## src/rtl/uart_pkg.sv

```systemverilog
// Shared UART definitions: receiver FSM encoding, oversampling constants and
// the default baud prescaler setting.
`timescale 1ns/1ps
package uart_pkg;

  typedef enum logic [2:0] {
    ST_IDLE  = 3'd0,
    ST_START = 3'd1,
    ST_DATA  = 3'd2,
    ST_STOP  = 3'd3,
    ST_BREAK = 3'd4
  } rx_state_t;

  localparam int OVERSAMPLE = 16;
  localparam int MID_SAMPLE = 7;

  // 12 MHz / (115200 * 16) rounds to 6.5; the prescaler counts 0..6.
  localparam logic [7:0] DEFAULT_DIVIDER = 8'd6;

endpackage

```

## src/rtl/uart_baud_tick.sv

```systemverilog
// Sample-tick prescaler: one tick every freq_divider+1 clocks, with a
// synchronous clear so the receiver can phase-align ticks to a start edge.
`timescale 1ns/1ps
module uart_baud_tick
  import uart_pkg::*;
(
  input  logic       clk,
  input  logic       reset,
  input  logic       clear,
  input  logic [7:0] freq_divider,
  output logic       tick
);

  logic [7:0] count;
  logic [7:0] divider;

  // Divider is re-latched only at a wrap or a clear so a live change never truncates a period.
  always_ff @(posedge clk or posedge reset) begin
    if (reset) begin
      count   <= 8'd0;
      divider <= DEFAULT_DIVIDER;
    end else if (clear) begin
      count   <= 8'd0;
      divider <= freq_divider;
    end else if (count == divider) begin
      count   <= 8'd0;
      divider <= freq_divider;
    end else begin
      count   <= count + 8'd1;
      divider <= divider;
    end
  end

  assign tick = (count == divider) && !clear;

endmodule

```

## src/rtl/uart_rx.sv

```systemverilog
// 8N1 UART receiver with 16x oversampling and mid-bit sampling; emits a
// one-clock rx_valid strobe per good byte and a frame_err strobe per bad stop bit.
`timescale 1ns/1ps
module uart_rx #(
  parameter int DATA_BITS  = 8,
  parameter int OVERSAMPLE = uart_pkg::OVERSAMPLE
) (
  input  logic                 clk,
  input  logic                 reset,
  input  logic                 rx_bit,
  input  logic [7:0]           freq_divider,
  output logic [DATA_BITS-1:0] rx_data,
  output logic                 rx_valid,
  output logic                 frame_err,
  output logic                 busy
);

  import uart_pkg::*;

  localparam int SW = $clog2(OVERSAMPLE);
  localparam int IW = $clog2(DATA_BITS);
  localparam logic [SW-1:0] MID_CNT  = SW'(MID_SAMPLE);
  localparam logic [SW-1:0] LAST_CNT = SW'(OVERSAMPLE - 1);
  localparam logic [IW-1:0] LAST_IDX = IW'(DATA_BITS - 1);

  rx_state_t            state;
  logic [1:0]           sync;
  logic                 rx_s;
  logic                 tick;
  logic                 clear;
  logic [SW-1:0]        samp;
  logic [IW-1:0]        idx;
  logic [DATA_BITS-1:0] shreg;

  // Two-flop synchroniser, reset to the idle-high line level.
  always_ff @(posedge clk or posedge reset) begin
    if (reset) begin
      sync <= 2'b11;
    end else begin
      sync <= {sync[0], rx_bit};
    end
  end

  assign rx_s  = sync[1];
  assign clear = (state == ST_IDLE) && !rx_s;

  uart_baud_tick u_baud_tick (
    .clk          (clk),
    .reset        (reset),
    .clear        (clear),
    .freq_divider (freq_divider),
    .tick         (tick)
  );

  // Frame FSM; strobes default low each clock so they last exactly one cycle.
  always_ff @(posedge clk or posedge reset) begin
    if (reset) begin
      state     <= ST_IDLE;
      samp      <= '0;
      idx       <= '0;
      shreg     <= '0;
      rx_data   <= '0;
      rx_valid  <= 1'b0;
      frame_err <= 1'b0;
      busy      <= 1'b0;
    end else begin
      rx_valid  <= 1'b0;
      frame_err <= 1'b0;
      case (state)
        ST_IDLE: begin
          if (!rx_s) begin
            samp  <= '0;
            state <= ST_START;
            busy  <= 1'b1;
          end
        end
        ST_START: begin
          if (tick) begin
            if (samp == MID_CNT) begin
              samp <= '0;
              if (!rx_s) begin
                idx   <= '0;
                state <= ST_DATA;
              end else begin
                state <= ST_IDLE;
                busy  <= 1'b0;
              end
            end else begin
              samp <= samp + SW'(1);
            end
          end
        end
        ST_DATA: begin
          if (tick) begin
            if (samp == LAST_CNT) begin
              samp  <= '0;
              shreg <= {rx_s, shreg[DATA_BITS-1:1]};
              if (idx == LAST_IDX) begin
                state <= ST_STOP;
              end else begin
                idx <= idx + IW'(1);
              end
            end else begin
              samp <= samp + SW'(1);
            end
          end
        end
        ST_STOP: begin
          // Leaving mid-stop-bit lets a back-to-back start edge be caught at once.
          if (tick) begin
            if (samp == LAST_CNT) begin
              samp <= '0;
              if (rx_s) begin
                rx_data  <= shreg;
                rx_valid <= 1'b1;
                state    <= ST_IDLE;
                busy     <= 1'b0;
              end else begin
                frame_err <= 1'b1;
                state     <= ST_BREAK;
              end
            end else begin
              samp <= samp + SW'(1);
            end
          end
        end
        ST_BREAK: begin
          if (rx_s) begin
            state <= ST_IDLE;
            busy  <= 1'b0;
          end
        end
        default: begin
          state <= ST_IDLE;
          busy  <= 1'b0;
        end
      endcase
    end
  end

endmodule
```

## config.mk

```make
export PLATFORM = sky130hd
export DESIGN_NAME = uart_rx
export DESIGN_NICKNAME = d
export VERILOG_FILES = /design/src/rtl/uart_pkg.sv /design/src/rtl/uart_baud_tick.sv /design/src/rtl/uart_rx.sv
export SDC_FILE = /design/constraint.sdc
export NUM_CORES = 1
export LEC_CHECK = 0
export ABC_AREA = 1
export CORE_AREA = 3 3 79 81
export DETAILED_ROUTE_END_ITERATION = 6
export DIE_AREA = 0 0 82 84
export HOLD_SLACK_MARGIN = 0.08
export SLEW_MARGIN = 25
export SYNTH_ARGS = -nofsm -noshare
export SYNTH_HDL_FRONTEND = slang
export SYNTH_SLANG_ARGS = --single-unit
```

## constraint.sdc

```tcl
create_clock -name clk -period 3.3 [get_ports clk]
set_input_delay 0.825 -clock clk [delete_from_list [all_inputs] [get_ports clk]]
set_output_delay 0.825 -clock clk [all_outputs]
set_load 0.01 [all_outputs]
```

==> flow_summary.json <==
{
  "multi_input_area_um2": 1020,
  "die_h_um": 84,
  "ys.flop_type": "dfrtp_1",
  "postCtsSetupBuffers": 0,
  "path_max_fanout": 2,
  "p_clk_frac": 0.253,
  "h-tree-depth": 2,
  "crit_slowest_cell": "clkdlybuf4s50_1",
  "worst_hold_slack_ns": 0.359,
  "final_antenna_net_count": 0,
  "cts_tree": "built",
  "finalSetupViolations": 0,
  "seqCellArea_um2": 1180,
  "power_leakage_nw": 1.30,
  "syn_nets": 284,
  "drt-pass1-iter-count": 5,
  "avgViaCountPerCell": 4.60,
  "synth-edff-count": 0,
  "wirelength_um": 4080,
  "cts-resized-gates": 0,
  "synth_seq_area_share": 0.500,
  "ir_drop_uv": 351,
  "vias": 1687,
  "path_cells": "clkdlybuf4s50_1",
  "final.setup.tns_ns": 0,
  "cp_top_family": "buffers and inverters",
  "p_comb_frac": 0.220,
  "clockBufferDepth": 2,
  "coreArea_um2": 5540,
  "fmax_mhz": 490,
  "clock-skew-final_ns": 0.00563,
  "place_inst": 359,
  "die_x_um": 82,
  "drc": 0,
  "drive_above_1_share": 0.186,
  "fin_crit_ns": 2.04,
  "syn_avg_cell_area_um2": 8.78,
  "worst_pin_slew_ns": 0.690,
  "crit_required_ns": 2.47,
  "fillers": 556,
  "grt_pass1_vias": 1694,
  "synth.ff_latch_count": 47,
  "hold_viol": 0,
  "relSlewSlack": 0.539,
  "p_sw_w": 0.000455,
  "grt_max_degree": 48,
  "wl_per_cell_um": 11.1,
  "cts_hold_buf": 0,
  "status": "finished clean",
  "start_util": 0.426,
  "clock_sinks": 47,
  "fin_crit_sh": 0.619,
  "cts_root_buf": "clkbuf_8",
  "p_int_w": 0.00103,
  "grt_pass1_wl_um": 7560,
  "path_buf_inv": 1,
  "finalNonFillerCells": 367,
  "ios": 22,
  "grt.total_usage": 0.140,
  "crit_path_max_incr_delay_ns": 0.55,
  "utilization": 0.494,
  "seq_power_share": 0.526,
  "maxCapViolCount": 0,
  "synth_cells": 269,
  "cts.clk_slew.worst_paths_ns": 0.08,
  "crit_type": "flop to output pin",
  "async_reset_ff_frac": 1.00,
  "diodes": 0,
  "insertion_delay_ns": 0.30,
  "crit_arrival_ns": 1.22,
  "portBuffers": 21,
  "dp_hpwl_um": 2900,
  "power.density_nw_per_um2": 541,
  "layout.nets": 309,
  "synth_warnings": 0,
  "cts-buffers-inserted": 5,
  "synth.distinct_cells": 33,
  "rows": 27,
  "synth_area_um2": 2360,
  "rsz0062_at_grt": "no",
  "cp-start-kind": "flop",
  "drt_iter0_markers": 93,
  "gp_congestion": 0.852,
  "drv_slew": 0,
  "holdCritPathClass": "flop to flop",
  "dieArea_um2": 6890,
  "overflow": 0,
  "antenna_found_initial": 0,
  "p_sw_frac": 0.307,
  "area_growth_pct": 15.9,
  "end_kind": "output pin"
}
==> logic make-up (layout without fill, tap and decap cells) <==
| kind of cell | after synthesis | count (layout) | share of synthesized area |
|---|---|---|---|
| compound gates | 35 | 35 | 0.103 |
| xor+xnor | 8 | 8 | 0.0297 |
| flops | 47 | 47 | 0.500 |
| buf+inv | 37 | 63 | 0.0662 |
| fa+ha+maj | 4 | 4 | 0.0212 |
| simple gates | 138 | 138 | 0.280 |
==> worst register-to-register path, cell delays in order, from the launching register on <==
cell,delay (ns)
dfstp_2,0.54
xnor2_1,0.12
nand2_1,0.10
nor2_4,0.13
nand2_2,0.13
nand2_1,0.54
nand2_1,0.12
o21ai_1,0.12
==> placed cells by master (no fill, tap or decap), types with 4 or more instances in the layout <==
cell and n:
o21ai_1 10, inv_1 23, clkdlybuf4s50_1 21, a21oi_1 4, nand2_2 7, nand2_1 80, inv_2 9, dfrtp_1 43
nor2_1 13, nand3_1 19, xnor2_1 5, clkbuf_8 7, o21ai_2 15, ha_1 4, dfstp_2 4
==> cells in the mapped netlist (2+ instances only) <==
master    instances  area share
nor2_4            3       0.014
xnor2_1           5       0.019
o21ai_1          10       0.021
nor2_1           13       0.021
nor3_1            3      0.0064
dfstp_2           4       0.044
ha_1              4       0.021
a21oi_1           4      0.0085
inv_1            24       0.038
nor2_2            2      0.0053
nand2_2           7       0.019
inv_2             8       0.013
buf_2             2      0.0042
nand2_1          80        0.13
o21ai_0           2      0.0042
nand2_4           2      0.0095
a21oi_2           2      0.0074
xor2_1            3       0.011
nand3b_1          2      0.0064
o21ai_2          15       0.056
nand3_1          19       0.040
dfrtp_1          43        0.46
buf_6             2      0.0095
==> routing by layer <==
| layer | wire length [um] | vias to the layer above | share of wire | global-route usage |
|---|---|---|---|---|
| met4 | 67 | 0 | 0.016 | 0.0498 |
| met1 | 2060 | 759 | 0.50 | 0.192 |
| li1 | - | 899 | - | - |
| met3 | 135 | 6 | 0.033 | 0.0389 |
| met2 | 1820 | 23 | 0.45 | 0.209 |
| met5 | 0 | - | 0 | 0 |
==> power groups by stage <==
stage / combinational (W) / clock (W) / sequential [W]
after CTS: 0.000334 / 0.000394 / 0.000780
after global routing: 0.000384 / 0.000416 / 0.000796
after detailed placement: 0.000333 / 0 / 0.000790
after global placement: 0.000325 / 0 / 0.000787
after floorplan: 0.000277 / 0 / 0.000768
final: 0.000326 / 0.000375 / 0.000779
==> through the flow <==
step	worst slack [ns]	power [W]	instance area (um2)
after global routing	1.20	0.00160	2740
after global placement	1.53	0.00111	2640
after floorplan	1.37	0.00104	2360
after detailed placement	1.40	0.00112	2640
after CTS	1.23	0.00151	2740
final	1.26	0.00148	2740
==> worst paths after layout <==
check | startpoint | to | slack [ns] | depth (start not counted)
worst max-delay path | rx_data[7] | rx_data[7] | 1.26 | 1
worst min-delay path | sync[0] | sync[1] | 0.36 | 0
worst max register to register | u_baud_tick.divider[2] | u_baud_tick.divider[1] | 1.42 | 7
worst min register to register | sync[0] | sync[1] | 0.36 | 0
max in group asynchronous | reset | u_baud_tick.count[3] | 1.93 | 3
min in group asynchronous | reset | rx_data[6] | 0.98 | 3
==> cell type report <==
type                       count  share of cell area
clock buffer                   8              0.0366
inverter                      33              0.0452
multi-input combinational    185               0.374
sequential                    47               0.431
tap                           72              0.0329
timing repair buffer          22              0.0795
==> flip-flops by register name (all words and copies together) (netlist names) <==
register,cells
busy,1
frame_err,1
idx,3
rx_data,8
rx_valid,1
samp,4
shreg,8
state,3
sync,2
u_baud_tick.count,8
u_baud_tick.divider,8
(Power assumes the default switching activity.)
